$ cat src/rtl/cnode_dose_seq.sv
// cnode_dose_seq
//   Dosing sequencer for one N-inlet concentration node. A run opens each
//   enabled inlet in turn for its dwell, with a one-cycle all-closed gap in
//   front of every channel slot. It then holds the mix phase and opens the
//   outlet for a flush. Every output is a flop.
//
// Ports
//   clk_i, rst_ni      clock (rising edge), async active-low reset
//   start_i            run request, honoured only in IDLE
//   abort_i            cancel the current run (ignored in IDLE)
//   dwell_i            per-channel open time, channel i at [i*CNT_W +: CNT_W]
//   ch_en_i            channel enable mask
//   mix_cycles_i       mix-hold cycles
//   flush_cycles_i     outlet-open cycles
//   valve_o            inlet valve drives (one-hot or zero)
//   mix_en_o           mix phase active
//   outlet_open_o      outlet valve drive
//   cur_ch_o           slot being dosed, 0 outside the dose phase
//   busy_o             high in every non-IDLE state
//   done_o             one-cycle pulse in the DONE state
//   aborted_o          one-cycle pulse after an abort
//
// state     | meaning
// ----------+---------------------------------------------------------
// IDLE      | waiting for start; config registers hold the last run
// DOSE_GAP  | one all-closed cycle at the head of slot idx
// DOSE_OPEN | valve[idx] open, cnt counts the remaining dwell down
// MIX       | mix_en high, cnt counts the remaining mix cycles down
// FLUSH     | outlet open, cnt counts the remaining flush cycles down
// DONE      | done pulse, back to IDLE on the next edge

module cnode_dose_seq #(
  parameter int N_CH  = 3,
  parameter int CNT_W = 16,
  parameter int IDX_W = (N_CH > 1) ? $clog2(N_CH) : 1
) (
  input  logic                  clk_i,
  input  logic                  rst_ni,
  input  logic                  start_i,
  input  logic                  abort_i,
  input  logic [N_CH*CNT_W-1:0] dwell_i,
  input  logic [N_CH-1:0]       ch_en_i,
  input  logic [CNT_W-1:0]      mix_cycles_i,
  input  logic [CNT_W-1:0]      flush_cycles_i,
  output logic [N_CH-1:0]       valve_o,
  output logic                  mix_en_o,
  output logic                  outlet_open_o,
  output logic [IDX_W-1:0]      cur_ch_o,
  output logic                  busy_o,
  output logic                  done_o,
  output logic                  aborted_o
);

  typedef enum logic [2:0] {
    S_IDLE,
    S_DOSE_GAP,
    S_DOSE_OPEN,
    S_MIX,
    S_FLUSH,
    S_DONE
  } state_t;

  localparam logic [IDX_W-1:0] LAST_IDX = IDX_W'(N_CH - 1);
  localparam logic [CNT_W-1:0] ONE      = CNT_W'(1);

  state_t                state_q, state_d;
  logic [IDX_W-1:0]      idx_q, idx_d;
  logic [CNT_W-1:0]      cnt_q, cnt_d;

  logic [N_CH*CNT_W-1:0] dwell_q;
  logic [N_CH-1:0]       ch_en_q;
  logic [CNT_W-1:0]      mix_q;
  logic [CNT_W-1:0]      flush_q;

  logic [N_CH-1:0]       valve_q, valve_d;
  logic                  mix_en_q;
  logic                  outlet_q;
  logic [IDX_W-1:0]      cur_ch_q;
  logic                  busy_q;
  logic                  done_q;
  logic                  aborted_q;

  logic                  accept_d;
  logic                  abort_d;
  logic                  last_slot;
  logic [CNT_W-1:0]      slot_dwell;
  state_t                tail_state;
  logic [CNT_W-1:0]      tail_cnt;

  assign last_slot = (idx_q == LAST_IDX);

  // Effective dwell of the current slot; a masked channel counts as zero.
  always_comb begin
    slot_dwell = '0;
    for (int i = 0; i < N_CH; i++) begin
      if (idx_q == IDX_W'(i) && ch_en_q[i]) begin
        slot_dwell = dwell_q[i*CNT_W +: CNT_W];
      end
    end
  end

  // First phase after the dose slots; zero-length phases are skipped so they
  // take no cycles at all.
  always_comb begin
    if (mix_q != '0) begin
      tail_state = S_MIX;
      tail_cnt   = mix_q - ONE;
    end else if (flush_q != '0) begin
      tail_state = S_FLUSH;
      tail_cnt   = flush_q - ONE;
    end else begin
      tail_state = S_DONE;
      tail_cnt   = '0;
    end
  end

  // Counters are loaded with length-1 on phase entry and the phase ends when
  // they read zero, so an all-ones dwell is held for its full length.
  always_comb begin
    state_d  = state_q;
    idx_d    = idx_q;
    cnt_d    = cnt_q;
    accept_d = 1'b0;
    abort_d  = 1'b0;
    if (state_q != S_IDLE && abort_i) begin
      abort_d = 1'b1;
      state_d = S_IDLE;
      idx_d   = '0;
      cnt_d   = '0;
    end else begin
      case (state_q)
        S_IDLE: begin
          if (start_i && !abort_i) begin
            accept_d = 1'b1;
            state_d  = S_DOSE_GAP;
            idx_d    = '0;
          end
        end
        S_DOSE_GAP: begin
          if (slot_dwell != '0) begin
            state_d = S_DOSE_OPEN;
            cnt_d   = slot_dwell - ONE;
          end else if (last_slot) begin
            state_d = tail_state;
            cnt_d   = tail_cnt;
            idx_d   = '0;
          end else begin
            idx_d = idx_q + IDX_W'(1);
          end
        end
        S_DOSE_OPEN: begin
          if (cnt_q != '0) begin
            cnt_d = cnt_q - ONE;
          end else if (last_slot) begin
            state_d = tail_state;
            cnt_d   = tail_cnt;
            idx_d   = '0;
          end else begin
            state_d = S_DOSE_GAP;
            idx_d   = idx_q + IDX_W'(1);
          end
        end
        S_MIX: begin
          if (cnt_q != '0) begin
            cnt_d = cnt_q - ONE;
          end else if (flush_q != '0) begin
            state_d = S_FLUSH;
            cnt_d   = flush_q - ONE;
          end else begin
            state_d = S_DONE;
          end
        end
        S_FLUSH: begin
          if (cnt_q != '0) begin
            cnt_d = cnt_q - ONE;
          end else begin
            state_d = S_DONE;
          end
        end
        S_DONE: begin
          state_d = S_IDLE;
        end
        default: begin
          state_d = S_IDLE;
        end
      endcase
    end
  end

  always_comb begin
    valve_d = '0;
    for (int i = 0; i < N_CH; i++) begin
      valve_d[i] = (state_d == S_DOSE_OPEN) && (idx_d == IDX_W'(i));
    end
  end

  // Outputs are decoded from the next state so they line up with the state
  // register, and the phase drives stay mutually exclusive by construction.
  always_ff @(posedge clk_i or negedge rst_ni) begin
    if (!rst_ni) begin
      state_q   <= S_IDLE;
      idx_q     <= '0;
      cnt_q     <= '0;
      dwell_q   <= '0;
      ch_en_q   <= '0;
      mix_q     <= '0;
      flush_q   <= '0;
      valve_q   <= '0;
      mix_en_q  <= 1'b0;
      outlet_q  <= 1'b0;
      cur_ch_q  <= '0;
      busy_q    <= 1'b0;
      done_q    <= 1'b0;
      aborted_q <= 1'b0;
    end else begin
      state_q <= state_d;
      idx_q   <= idx_d;
      cnt_q   <= cnt_d;
      if (accept_d) begin
        dwell_q <= dwell_i;
        ch_en_q <= ch_en_i;
        mix_q   <= mix_cycles_i;
        flush_q <= flush_cycles_i;
      end
      valve_q   <= valve_d;
      mix_en_q  <= (state_d == S_MIX);
      outlet_q  <= (state_d == S_FLUSH);
      cur_ch_q  <= (state_d == S_DOSE_GAP || state_d == S_DOSE_OPEN) ? idx_d : '0;
      busy_q    <= (state_d != S_IDLE);
      done_q    <= (state_d == S_DONE);
      aborted_q <= abort_d;
    end
  end

  assign valve_o       = valve_q;
  assign mix_en_o      = mix_en_q;
  assign outlet_open_o = outlet_q;
  assign cur_ch_o      = cur_ch_q;
  assign busy_o        = busy_q;
  assign done_o        = done_q;
  assign aborted_o     = aborted_q;

endmodule

$ cat config.mk
export PLATFORM = sky130hd
export DESIGN_NAME = cnode_dose_seq
export DESIGN_NICKNAME = d
export VERILOG_FILES = /design/src/rtl/cnode_dose_seq.sv
export SDC_FILE = /design/constraint.sdc
export NUM_CORES = 1
export LEC_CHECK = 0
export CAP_MARGIN = 30
export CORE_UTILIZATION = 60
export DETAILED_ROUTE_END_ITERATION = 8
export GPL_TIMING_DRIVEN = 1
export HOLD_SLACK_MARGIN = 0.06
export PLACE_DENSITY = 0.86
export SYNTH_ARGS = -nofsm -noshare
export SYNTH_HDL_FRONTEND = slang
export SYNTH_SLANG_ARGS = --single-unit
$ cat constraint.sdc
create_clock -name clk_i -period 5 [get_ports clk_i]
set_input_delay 1 -clock clk_i [delete_from_list [all_inputs] [get_ports clk_i]]
set_output_delay 1 -clock clk_i [all_outputs]
set_load 0.05 [all_outputs]
==> metrics.md <==
| Metric | Value |
|---|---|
| Total Wirelength | 21200 um |
| Seq pwr share | between 30% and 40% |
| Overall power | 5.56 mW |
| Syn-to-layout area delta | 23.6% |
| Dpl ws | about 1.3 ns |
| Vias | 6387 |
| Max-Cap Viols | 0 |
| Row Count | 38 |
| Crit path launch type | flop |
| Port bufs | 96 |
| Worst-Skew Late Latency | 0.43 ns |
| Slew @ Worst Pin | roughly 1.0 ns |
| RSZ-0062 raised after global routing | no |
| Required @ worst endpoint | around 5.3 ns |
| Global-route wire length before repair | ~33000 um |
| Dominant cell by count in the synthesized netlist | dfrtp_1 |
| Synth warn | 0 |
| Vias per inst | slightly below 7 |
| Die ar. | between 10000 and 15000 sq um |
| WP data arrival | roughly 4.1 ns |
| Routed wire per std cell | about 23 um |
| Initial antenna violation count | 0 |
| Final min period | 3.79 ns |
| Global Route Usage Sum | 36.8% |
| CTS Buffer Depth | 2 |
| VDD IR max | about 0.5 mV |
| HP Class | in -> async |
| Period utilisation layout | 75.7% |
| Initial cell density of the core | 62.9% |
| Share of synthesized registers carrying an async set or reset | 100% |
| Die X | 110 um |
| FF-to-FF End | cnt_q[10] |
| WS Path Type | reg -> reg |
| I/O pin count | between 90 and 100 |
| Syn nets | roughly 800 |
| Final Cell Area | 8610 sq um |
| Slew HR | 30.8% |
| CTS Sinks | around 110 |
| GP Congestion | between 0.9 and 1 |
| Max Freq | 264 MHz |
| Lkg Pwr | between 3 and 4 nW |
| Placed inst area | 8000 sq um |
| Crit path capture type | flop |
| Final ANT Viol Nets | 0 |
| Status | completed |
| Drt drc | 0 |
| CP max FO | 29 |
| Fraction of power spent switching nets | approximately 42% |
| Post-detail-place hpwl | between 10000 and 15000 um |
| R2R setup slack | around 1.2 ns |
| Post-route setup slack | around 1.2 ns |
| Core Area | approximately 11000 sq um |
| CP cell instances | nor3b_1 > a221oi_1 > ha_1 > o21ai_0 > nor3_2 > and3_1 > nand4_1 > a211oi_1 > o22ai_1 > a32o_1 |
| Largest stage delay on the critical path | approximately 0.8 ns |
| Distinct cells, synth | between 70 and 80 |
| Share of the synthesized area in the top cell type | between 40% and 50% |
| Clock-pin slew of the registers on the worst-case setup and hold paths | around 0.060 ns |
| Gr ovfl total | 0 |
| Largest net degree at the start of global routing | slightly below 80 |
| Ys flop type | dfrtp_1 |
| CTS tree | done |
| R2r startpoint | idx_q[1] |
| Syn Area/Cell | about 10 sq um |
| Share of the yosys chip area belonging to registers | roughly 41% |
| Net switching power | 2.35 mW |
| Top cells by instance count after synthesis | dfrtp_1 (114), mux2_2 (79), nor2_1 (52), nand2_1 (45), o21ai_0 (40) |
| Postcts setup bufs | 0 |
| Layout cells sized above 1 | 18.3% |
| Number of global-route vias before repair | 6220 |
| Fin. max-slew vios | 0 |
| Cell taking the most area after synthesis | dfrtp_1 |
| Cts hold-fix bufs | 0 |
| Ant diodes | 0 |
| Post-synth EDFFs | 0 |
| Nets@finish | 873 |
| Flops & latches, synth | ~110 |
| Internal power | 3.20 mW |
| First-pass iteration count of the detailed router | 7 |
| Clock root buffer master | clkbuf_16 |
| Final setup viols | 0 |
| Synth area leaders | dfrtp_1 (41%), mux2_2 (13%), xnor2_1 (3.3%) |
| Mapped cell area | 6960 sq um |
| Final hold viol count | 0 |
| Worst-case reg-to-reg path depth | 10 |
| Slowest-stage cell, CP | dfrtp_1 |
| Pwr Density | 646 nW/um^2 |
| Die Y | around 110 um |
| 1st-iter DRT viols | between 700 and 800 |
| TritonCTS Buffers | 17 |
| Combinational Power Share | between 40% and 50% |
| Clock skew | between 0.009 and 0.01 ns |
| Buf/Inv on CP | 0 |
| CP top delay family | compound AO/OA/AOI/OAI gates |
| H-Tree Depth | 4 |
| Post-CTS Resized | 0 |
| Clock power share | between 20% and 30% |
| Setup TNS | 0 ns |
| Post-Synthesis Cells | 697 |
final cells by class:
cell class	instances	area [sq um]
fill	710	2470
tap	140	175
inverter	11	41.3
clock buffer	19	453
timing repair buffer	106	1070
multi-input combinational	532	3880
clock inverter	12	131
sequential	114	2850
worst max-delay path by stage:
stage | start | to | slack [ns] | cells past startpoint
2_1_floorplan | idx_q[0] | cnt_q[10] | 1.92 | 13
3_3_place_gp | idx_q[1] | cnt_q[10] | 1.24 | 10
3_5_place_dp | idx_q[1] | cnt_q[10] | 1.30 | 10
4_1_cts | idx_q[1] | cnt_q[10] | 1.25 | 10
5_1_grt | idx_q[1] | cnt_q[10] | 0.97 | 10
6_report | idx_q[1] | cnt_q[10] | 1.21 | 10
kinds of logic after synthesis:
logic type      after synthesis  share of synthesized area, %
mux                          82                          13.2
xor+xnor                     45                          5.66
fa+ha+maj                     4                         0.719
simple gates                227                          18.7
flops                       114                          41.0
compound gates              174                          17.3
buf+inv                      51                          3.41
power by group through the flow:
stage | logic [mW] | clock network [mW] | registers (mW)
2_1_floorplan | 1.81 | 0 | 1.68
5_1_grt | 2.65 | 1.26 | 1.90
6_report | 2.48 | 1.21 | 1.86
3_5_place_dp | 2.38 | 0 | 1.83
4_1_cts | 2.43 | 1.22 | 1.84
3_3_place_gp | 2.31 | 0 | 1.80
per-stage QoR:
step	hold slack, ns	util (%)	cells
finish	0.418	77.7	934
global route	0.429	77.7	934
CTS	0.501	77.4	933
detailed placement	0.489	72.2	902
global placement	0.490	71.9	900
floorplan	0.472	-	697
cells in the final DEF (no fill, tap or decap), drive strengths merged, types with 5 or more instances in the layout:
cell type / count
o21a: 5
nor4: 13
clkdlybuf4s50: 95
and3: 8
buf: 11
nor2b: 6
xnor2: 26
a31oi: 9
nand4b: 7
nor2: 52
mux2: 79
and2: 5
clkbuf: 19
a22oi: 8
a211oi: 8
o221ai: 11
nand3b: 5
o22ai: 5
xor2: 19
nor4bb: 6
dfrtp: 114
o21ai: 44
or2: 5
nand2b: 6
inv: 13
nand4: 8
nand2: 45
nand3: 13
nor3: 24
o211ai: 5
a221oi: 7
a21oi: 36
worst register-to-register path, stage by stage (launching register included):
cell      delay, ns
dfrtp_1        0.79
nor3b_1        0.19
a221oi_1       0.51
ha_1           0.27
o21ai_0        0.11
nor3_2         0.32
and3_1         0.33
nand4_1        0.41
a211oi_1       0.35
o22ai_1        0.12
a32o_1         0.27
layer usage:
layer / share of wire, % / vias to the layer above / track usage, %
met1: 39 / 3115 / 46.5
met2: 49 / 428 / 59.8
met3: 9.3 / 61 / 9.07
li1: - / 2783 / -
met5: 0 / - / 0
met4: 3.2 / 0 / 16.1
registers in the layout (all words and copies together), names as in the netlist, 2 cells and up:
name      count
idx_q         2
ch_en_q       3
cnt_q        16
state_q       3
mix_q        16
dwell_q      48
cur_ch_o      2
flush_q      16
valve_o       3
No activity file was read; power rests on OpenSTA's default activity.
